$ cat src/rtl/alarm_pkg.sv
// Shared widths, channel state encoding and time helpers for the multi-alarm clock.
package alarm_pkg;

  localparam int HOURS_W  = 5;
  localparam int MIN_W    = 6;
  localparam int MAX_HOUR = 23;
  localparam int MAX_MIN  = 59;

  typedef enum logic [1:0] {
    OFF     = 2'd0,
    ARMED   = 2'd1,
    RINGING = 2'd2,
    SNOOZED = 2'd3
  } alarm_state_t;

  typedef struct packed {
    logic [HOURS_W-1:0] hours;
    logic [MIN_W-1:0]   minutes;
  } hhmm_t;

  function automatic logic time_valid(input logic [HOURS_W-1:0] h,
                                      input logic [MIN_W-1:0]   m);
    return (h <= HOURS_W'(MAX_HOUR)) && (m <= MIN_W'(MAX_MIN));
  endfunction

  function automatic hhmm_t time_inc(input hhmm_t t);
    hhmm_t r;
    r = t;
    if (t.minutes == MIN_W'(MAX_MIN)) begin
      r.minutes = '0;
      r.hours   = (t.hours == HOURS_W'(MAX_HOUR)) ? '0 : t.hours + 1'b1;
    end else begin
      r.minutes = t.minutes + 1'b1;
    end
    return r;
  endfunction

endpackage

$ cat src/rtl/alarm_channel.sv
// One alarm: stored time, arm/ring/snooze FSM with snooze countdown and ring timeout.
module alarm_channel
  import alarm_pkg::*;
#(
  parameter int SNOOZE_MIN = 5,
  parameter int RING_MIN   = 2
) (
  input  logic  clk,
  input  logic  rst,
  input  logic  minute_tick,
  input  hhmm_t cur_time,
  input  logic  wr,
  input  hhmm_t wr_time,
  input  logic  wr_enable,
  input  logic  snooze,
  input  logic  dismiss,
  output logic  ringing,
  output logic  ring_next
);

  localparam int SNZ_W  = $clog2(SNOOZE_MIN + 1);
  localparam int RING_W = $clog2(RING_MIN + 1);

  alarm_state_t      state_reg, state_next;
  hhmm_t             alarm_time_reg, alarm_time_next;
  logic [SNZ_W-1:0]  snooze_cnt_reg, snooze_cnt_next;
  logic [RING_W-1:0] ring_cnt_reg, ring_cnt_next;
  logic              ringing_reg;

  always_comb begin
    state_next      = state_reg;
    alarm_time_next = alarm_time_reg;
    snooze_cnt_next = snooze_cnt_reg;
    ring_cnt_next   = ring_cnt_reg;
    if (wr) begin
      // A write overrides whatever the channel was doing, including acks.
      alarm_time_next = wr_time;
      state_next      = wr_enable ? ARMED : OFF;
      snooze_cnt_next = '0;
      ring_cnt_next   = '0;
    end else begin
      case (state_reg)
        ARMED: begin
          if (minute_tick && (cur_time == alarm_time_reg)) begin
            state_next    = RINGING;
            ring_cnt_next = '0;
          end
        end
        RINGING: begin
          if (dismiss) begin
            state_next = ARMED;
          end else if (snooze) begin
            state_next      = SNOOZED;
            snooze_cnt_next = SNZ_W'(SNOOZE_MIN);
          end else if (minute_tick) begin
            if (ring_cnt_reg == RING_W'(RING_MIN - 1)) begin
              state_next = ARMED;
            end else begin
              ring_cnt_next = ring_cnt_reg + 1'b1;
            end
          end
        end
        SNOOZED: begin
          if (dismiss) begin
            state_next = ARMED;
          end else if (minute_tick) begin
            snooze_cnt_next = snooze_cnt_reg - 1'b1;
            if (snooze_cnt_reg == SNZ_W'(1)) begin
              state_next    = RINGING;
              ring_cnt_next = '0;
            end
          end
        end
        default: state_next = state_reg;
      endcase
    end
  end

  always_ff @(posedge clk) begin
    if (rst) begin
      state_reg      <= OFF;
      alarm_time_reg <= '0;
      snooze_cnt_reg <= '0;
      ring_cnt_reg   <= '0;
      ringing_reg    <= 1'b0;
    end else begin
      state_reg      <= state_next;
      alarm_time_reg <= alarm_time_next;
      snooze_cnt_reg <= snooze_cnt_next;
      ring_cnt_reg   <= ring_cnt_next;
      ringing_reg    <= (state_next == RINGING);
    end
  end

  assign ringing   = ringing_reg;
  // Exposed so the top can register any_ring in the same cycle as ringing.
  assign ring_next = (state_next == RINGING);

endmodule

$ cat src/rtl/alarm_clock_multi.sv
// 24-hour hh:mm clock with a cycle prescaler and N independent alarm channels.
module alarm_clock_multi
  import alarm_pkg::*;
#(
  parameter  int TICKS_PER_MIN = 600000000,
  parameter  int N_ALARMS      = 4,
  parameter  int SNOOZE_MIN    = 5,
  parameter  int RING_MIN      = 2,
  localparam int IDX_W         = (N_ALARMS > 1) ? $clog2(N_ALARMS) : 1
) (
  input  logic                clk,
  input  logic                rst,
  input  logic                set_time,
  input  logic [HOURS_W-1:0]  set_hours,
  input  logic [MIN_W-1:0]    set_minutes,
  input  logic                wr_en,
  input  logic [IDX_W-1:0]    wr_idx,
  input  logic [HOURS_W-1:0]  wr_hours,
  input  logic [MIN_W-1:0]    wr_minutes,
  input  logic                wr_enable,
  input  logic [IDX_W-1:0]    ack_idx,
  input  logic                snooze,
  input  logic                dismiss,
  output logic [HOURS_W-1:0]  cur_hours,
  output logic [MIN_W-1:0]    cur_minutes,
  output logic                minute_tick,
  output logic [N_ALARMS-1:0] ringing,
  output logic                any_ring
);

  localparam int PRESC_W = $clog2(TICKS_PER_MIN);

  logic [PRESC_W-1:0]  presc_reg;
  hhmm_t               time_reg;
  logic                minute_tick_reg;
  logic                any_ring_reg;
  logic [N_ALARMS-1:0] ring_next;
  logic                terminal;
  logic                load_ok;
  logic                wr_ok;
  hhmm_t               wr_time;

  assign terminal = (presc_reg == PRESC_W'(TICKS_PER_MIN - 1));
  assign load_ok  = set_time && time_valid(set_hours, set_minutes);
  assign wr_ok    = wr_en && time_valid(wr_hours, wr_minutes);
  assign wr_time  = '{hours: wr_hours, minutes: wr_minutes};

  always_ff @(posedge clk) begin
    if (rst) begin
      presc_reg       <= '0;
      time_reg        <= '0;
      minute_tick_reg <= 1'b0;
    end else if (load_ok) begin
      presc_reg       <= '0;
      time_reg        <= '{hours: set_hours, minutes: set_minutes};
      minute_tick_reg <= 1'b0;
    end else if (terminal) begin
      presc_reg       <= '0;
      time_reg        <= time_inc(time_reg);
      minute_tick_reg <= 1'b1;
    end else begin
      presc_reg       <= presc_reg + 1'b1;
      minute_tick_reg <= 1'b0;
    end
  end

  always_ff @(posedge clk) begin
    if (rst) begin
      any_ring_reg <= 1'b0;
    end else begin
      any_ring_reg <= |ring_next;
    end
  end

  // Indices with no matching channel simply select nothing.
  generate
    for (genvar gi = 0; gi < N_ALARMS; gi++) begin : g_ch
      alarm_channel #(
        .SNOOZE_MIN(SNOOZE_MIN),
        .RING_MIN  (RING_MIN)
      ) u_ch (
        .clk        (clk),
        .rst        (rst),
        .minute_tick(minute_tick_reg),
        .cur_time   (time_reg),
        .wr         (wr_ok && (wr_idx == IDX_W'(gi))),
        .wr_time    (wr_time),
        .wr_enable  (wr_enable),
        .snooze     (snooze && (ack_idx == IDX_W'(gi))),
        .dismiss    (dismiss && (ack_idx == IDX_W'(gi))),
        .ringing    (ringing[gi]),
        .ring_next  (ring_next[gi])
      );
    end
  endgenerate

  assign cur_hours   = time_reg.hours;
  assign cur_minutes = time_reg.minutes;
  assign minute_tick = minute_tick_reg;
  assign any_ring    = any_ring_reg;

endmodule

$ cat config.mk
export PLATFORM = sky130hd
export DESIGN_NAME = alarm_clock_multi
export DESIGN_NICKNAME = d
export VERILOG_FILES = /design/src/rtl/alarm_pkg.sv /design/src/rtl/alarm_channel.sv /design/src/rtl/alarm_clock_multi.sv
export SDC_FILE = /design/constraint.sdc
export NUM_CORES = 1
export LEC_CHECK = 0
export BUFFER_PORTS_ARGS = -buffer_cell sky130_fd_sc_hd__buf_2
export CELL_PAD_IN_SITES_DETAIL_PLACEMENT = 2
export CELL_PAD_IN_SITES_GLOBAL_PLACEMENT = 2
export CORE_UTILIZATION = 33
export DETAILED_ROUTE_END_ITERATION = 8
export GPL_TIMING_DRIVEN = 0
export MAX_ROUTING_LAYER = met4
export PLACE_DENSITY_LB_ADDON = 0.1
export SETUP_SLACK_MARGIN = 0.02
export SYNTH_ARGS = -nofsm -noshare
export SYNTH_HDL_FRONTEND = slang
export SYNTH_SLANG_ARGS = --single-unit
$ cat constraint.sdc
create_clock -name clk -period 2 [get_ports clk]
set_input_delay 0.4 -clock clk [delete_from_list [all_inputs] [get_ports clk]]
set_output_delay 0.4 -clock clk [all_outputs]
set_load 0.02 [all_outputs]
==> results.json <==
{
  "outcome": "finished with violations",
  "violations": "setup timing",
  "clk_slew_on_worst_s_h_paths_ns": 0.06,
  "drc": 0,
  "synth_ff_type": "dfxtp_1",
  "worst-endpoint-required_ns": 2.27,
  "compound_gate_fraction_of_synth_area_pct": 10.5,
  "drt_first_iter_violations": 169,
  "cp_data_arrival_time_ns": 2.41,
  "pin_count": 50,
  "fin_crit_ns": 2.13,
  "dieArea_mm2": 0.0190,
  "grt_pass1_vias": 6134,
  "post_route_cells_drive_above_1_share_pct": 24.7,
  "intPower_mw": 4.63,
  "route.vias.total": 5619,
  "worst-slew-pin-transition_ns": 0.864,
  "grt_max_degree": 17,
  "grt_first_pass_wirelength_mm": 33.4,
  "cellPowerDensity_mw_per_mm2": 781,
  "syn_avg_cell_area_um2": 8.27,
  "async_reset_ff_share_pct": 0,
  "synthToLayoutAreaGrowth_pct": 30.6,
  "synth_nets": 786,
  "gp_congestion": 0.817,
  "setup_skew_after_layout_ns": 0.00945,
  "yosys_warnings": 0,
  "detail-route-antenna-nets": 0,
  "grt_antenna_before_repair": 2,
  "avgViaCountPerCell": 5.26,
  "crit_path_end_kind": "register",
  "average_wire_per_cell_in_the_routed_design_um": 20.8,
  "totalWireLength_mm": 22.2,
  "portion_of_the_post_synthesis_area_used_by_sequential_elements_pct": 39.1,
  "p_leak_nw": 3.24,
  "sw_frac_of_total_pct": 25.6,
  "dr.pass1.iters": 4,
  "insertion_delay_ns": 0.42,
  "max_freq_mhz": 468,
  "p_comb_share_pct": 9.8,
  "dominant_combinational_cell_family_by_area_after_synthesis": "simple AND/OR/NAND/NOR gates",
  "cts_buffers": 17,
  "overflow": 0,
  "total_count_of_max_transition_violations_in_the_final_report": 0,
  "synthSimpleGateAreaFrac_pct": 24.5,
  "xor_xnor_fraction_of_synth_area_pct": 10.5,
  "seqPwrFrac_pct": 39.6,
  "setup_repair_after_global_routing_missed_its_margin": "yes",
  "ctsHoldBuffers": 0,
  "switching_power_mw": 1.59,
  "dpl_worst_slack_ns": -0.995,
  "clock_sink_count": 119,
  "critical_path.slowest_cell": "or4b_4",
  "synth_seq_cells": 119,
  "setup_violations": 24,
  "critical_path_class": "register to register",
  "mux_share_of_post_synthesis_cell_area_pct": 7.22,
  "largest_reg_flops": 44,
  "synthAdderAreaFrac_pct": 3.08,
  "ctsRootBufferMaster": "clkbuf_16",
  "post-layout-total-power_mw": 6.22,
  "maxCapViolCount": 0,
  "initial_core_util_pct": 33.8,
  "clock_network_fraction_of_total_power_pct": 50.6,
  "fin_crit_sh_pct": 107,
  "synthDistinctLibCells": 56,
  "worst_ir_drop_vdd_v": 0.000613,
  "kind_of_path_behind_the_tightest_hold_check": "primary input to register",
  "mappedNetlistArea_mm2": 0.00610,
  "grt_util_all_layers_pct": 24.2,
  "core_region_area_mm2": 0.0180,
  "timing.critical_path.from_type": "register",
  "clk_path_buf_depth": 2,
  "layout.nets": 872,
  "dp_hpwl_mm": 14.8,
  "io_buffer_count": 48,
  "final_critical_path_setup_slack_ns": -0.135,
  "worst_path_largest_cell_delay_ns": 0.54,
  "syn_inst": 738,
  "path_cells": "or4b_4 -> nor4_4 -> and3_1 -> buf_6 -> buf_6 -> nand3_1 -> a32oi_1 -> nor2_1",
  "die_x_um": 138,
  "cts-htree-levels": 4,
  "die_h_um": 138,
  "nFillCells": 1965,
  "synth_enable_flop_cells": 0,
  "placementRows": 49,
  "cts_tree": "built",
  "hold_viol_final": 0,
  "critical_path.max_fanout": 5,
  "max-slew-margin-rel_pct": 42.4,
  "timing.critical_path.mode_cell": "buf_6"
}
## cell type report
| class | count | area (µm²) | area share [%] |
|---|---|---|---|
| antenna | 2 | 5.00 | 0.0628 |
| buffer | 39 | 294 | 3.69 |
| clock buffer | 19 | 443 | 5.56 |
| clock inverter | 13 | 155 | 1.95 |
| inverter | 26 | 97.6 | 1.22 |
| multi-input combinational | 545 | 3800 | 47.7 |
| sequential | 119 | 2410 | 30.2 |
| tap | 229 | 287 | 3.60 |
| timing repair buffer | 76 | 478 | 6.00 |
## power groups by stage
stage,logic [mW],registers (mW),clock network (mW)
after floorplan,0.290,2.50,0
after global placement,0.485,2.49,0
after detailed placement,0.507,2.50,0
after CTS,0.587,2.44,3.18
after global routing,0.656,2.47,3.30
final,0.613,2.46,3.15
## timing repair
item / 4_1_cts / 5_1_grt
setup buffers: 18 / 10
pin swaps: 20 / 26
resized for setup: 86 / 63
endpoints found under the setup margin: 90 / 64
## cell families after synthesis
family | Yosys count
multiplexers | 44
XOR/XNOR | 73
buffers and inverters | 74
flip-flops | 119
AND/OR/NAND/NOR | 311
AO/OA/AOI/OAI | 102
adder cells (fa/ha/maj) | 15
## per-stage QoR
step	instance area, µm²	hold WS (ns)	TNS (ns)	std cells	utilization [%]
global placement	6650	0.429	-27.09	1015	36.9
finish	7970	0.258	-0.846	1068	44.2
floorplan	6120	0.418	-0.144	738	-
detailed placement	6650	0.439	-35.45	1015	36.9
global route	7970	0.278	-4.29	1068	44.2
CTS	7740	0.247	-0.611	1062	42.9
## final timing paths
kind	start	endpoint	slack, ns	cells past startpoint
worst max-delay path	presc_reg[26]	cur_hours[3]	-0.13	8
worst min-delay path	wr_minutes[0]	g_ch[2].u_ch.alarm_time_reg[0]	0.26	3
worst max register to register	presc_reg[26]	cur_hours[3]	-0.13	8
worst min register to register	presc_reg[0]	presc_reg[0]	0.45	1
## Yosys cell counts (all sizes together), types with 4 or more instances
| cell | count | share of area [%] |
|---|---|---|
| xnor2 | 38 | 5.5 |
| nand3 | 26 | 2.1 |
| nor2 | 105 | 6.5 |
| mux2i | 44 | 7.2 |
| ha | 15 | 3.1 |
| o211ai | 5 | 0.62 |
| nor4 | 9 | 1.0 |
| nand2 | 75 | 4.6 |
| clkbuf | 38 | 2.3 |
| a21oi | 36 | 3.0 |
| nor3 | 23 | 1.9 |
| buf | 10 | 1.2 |
| nand2b | 10 | 1.0 |
| or4 | 6 | 0.74 |
| or3 | 7 | 0.72 |
| inv | 26 | 1.6 |
| nor2b | 8 | 0.82 |
| xor2 | 35 | 5.0 |
| o21ai | 21 | 1.7 |
| a31oi | 7 | 0.72 |
| a211oi | 7 | 0.86 |
| nand3b | 5 | 0.62 |
| dfxtp | 119 | 39 |
| and3 | 6 | 0.62 |
| nand4 | 15 | 1.6 |
| or2 | 4 | 0.41 |
| a22oi | 4 | 0.49 |
## per-layer routing
layer,global-route usage [%],part of all wire (%)
met3,4.24,2.3
met1,27.5,44
met5,-,0
met2,43.4,52
met4,6.70,1.6
## worst max-delay path, delay by kind of cell (launching register included)
family / cells / cell delay [ns]
buf+inv: 2 / 0.24
compound gates: 1 / 0.24
flops: 1 / 0.32
simple gates: 5 / 1.18
## cells in the final DEF (no fill, tap or decap), types with 6 or more instances in the layout
cell type,count
clkbuf_16,17
inv_1,26
nand4_1,14
buf_6,8
xor2_2,9
buf_4,27
nand2b_1,10
ha_1,14
dfxtp_1,105
a21oi_1,36
nor3_1,17
mux2i_1,43
xnor2_1,36
o21ai_0,14
buf_2,51
and3_1,6
nor2_1,100
clkbuf_1,14
xor2_1,26
a31oi_1,7
or3_1,7
nand3_1,23
dfxtp_2,11
nand2_1,74
nor2b_1,8
No activity file was read; power rests on OpenSTA's default activity.
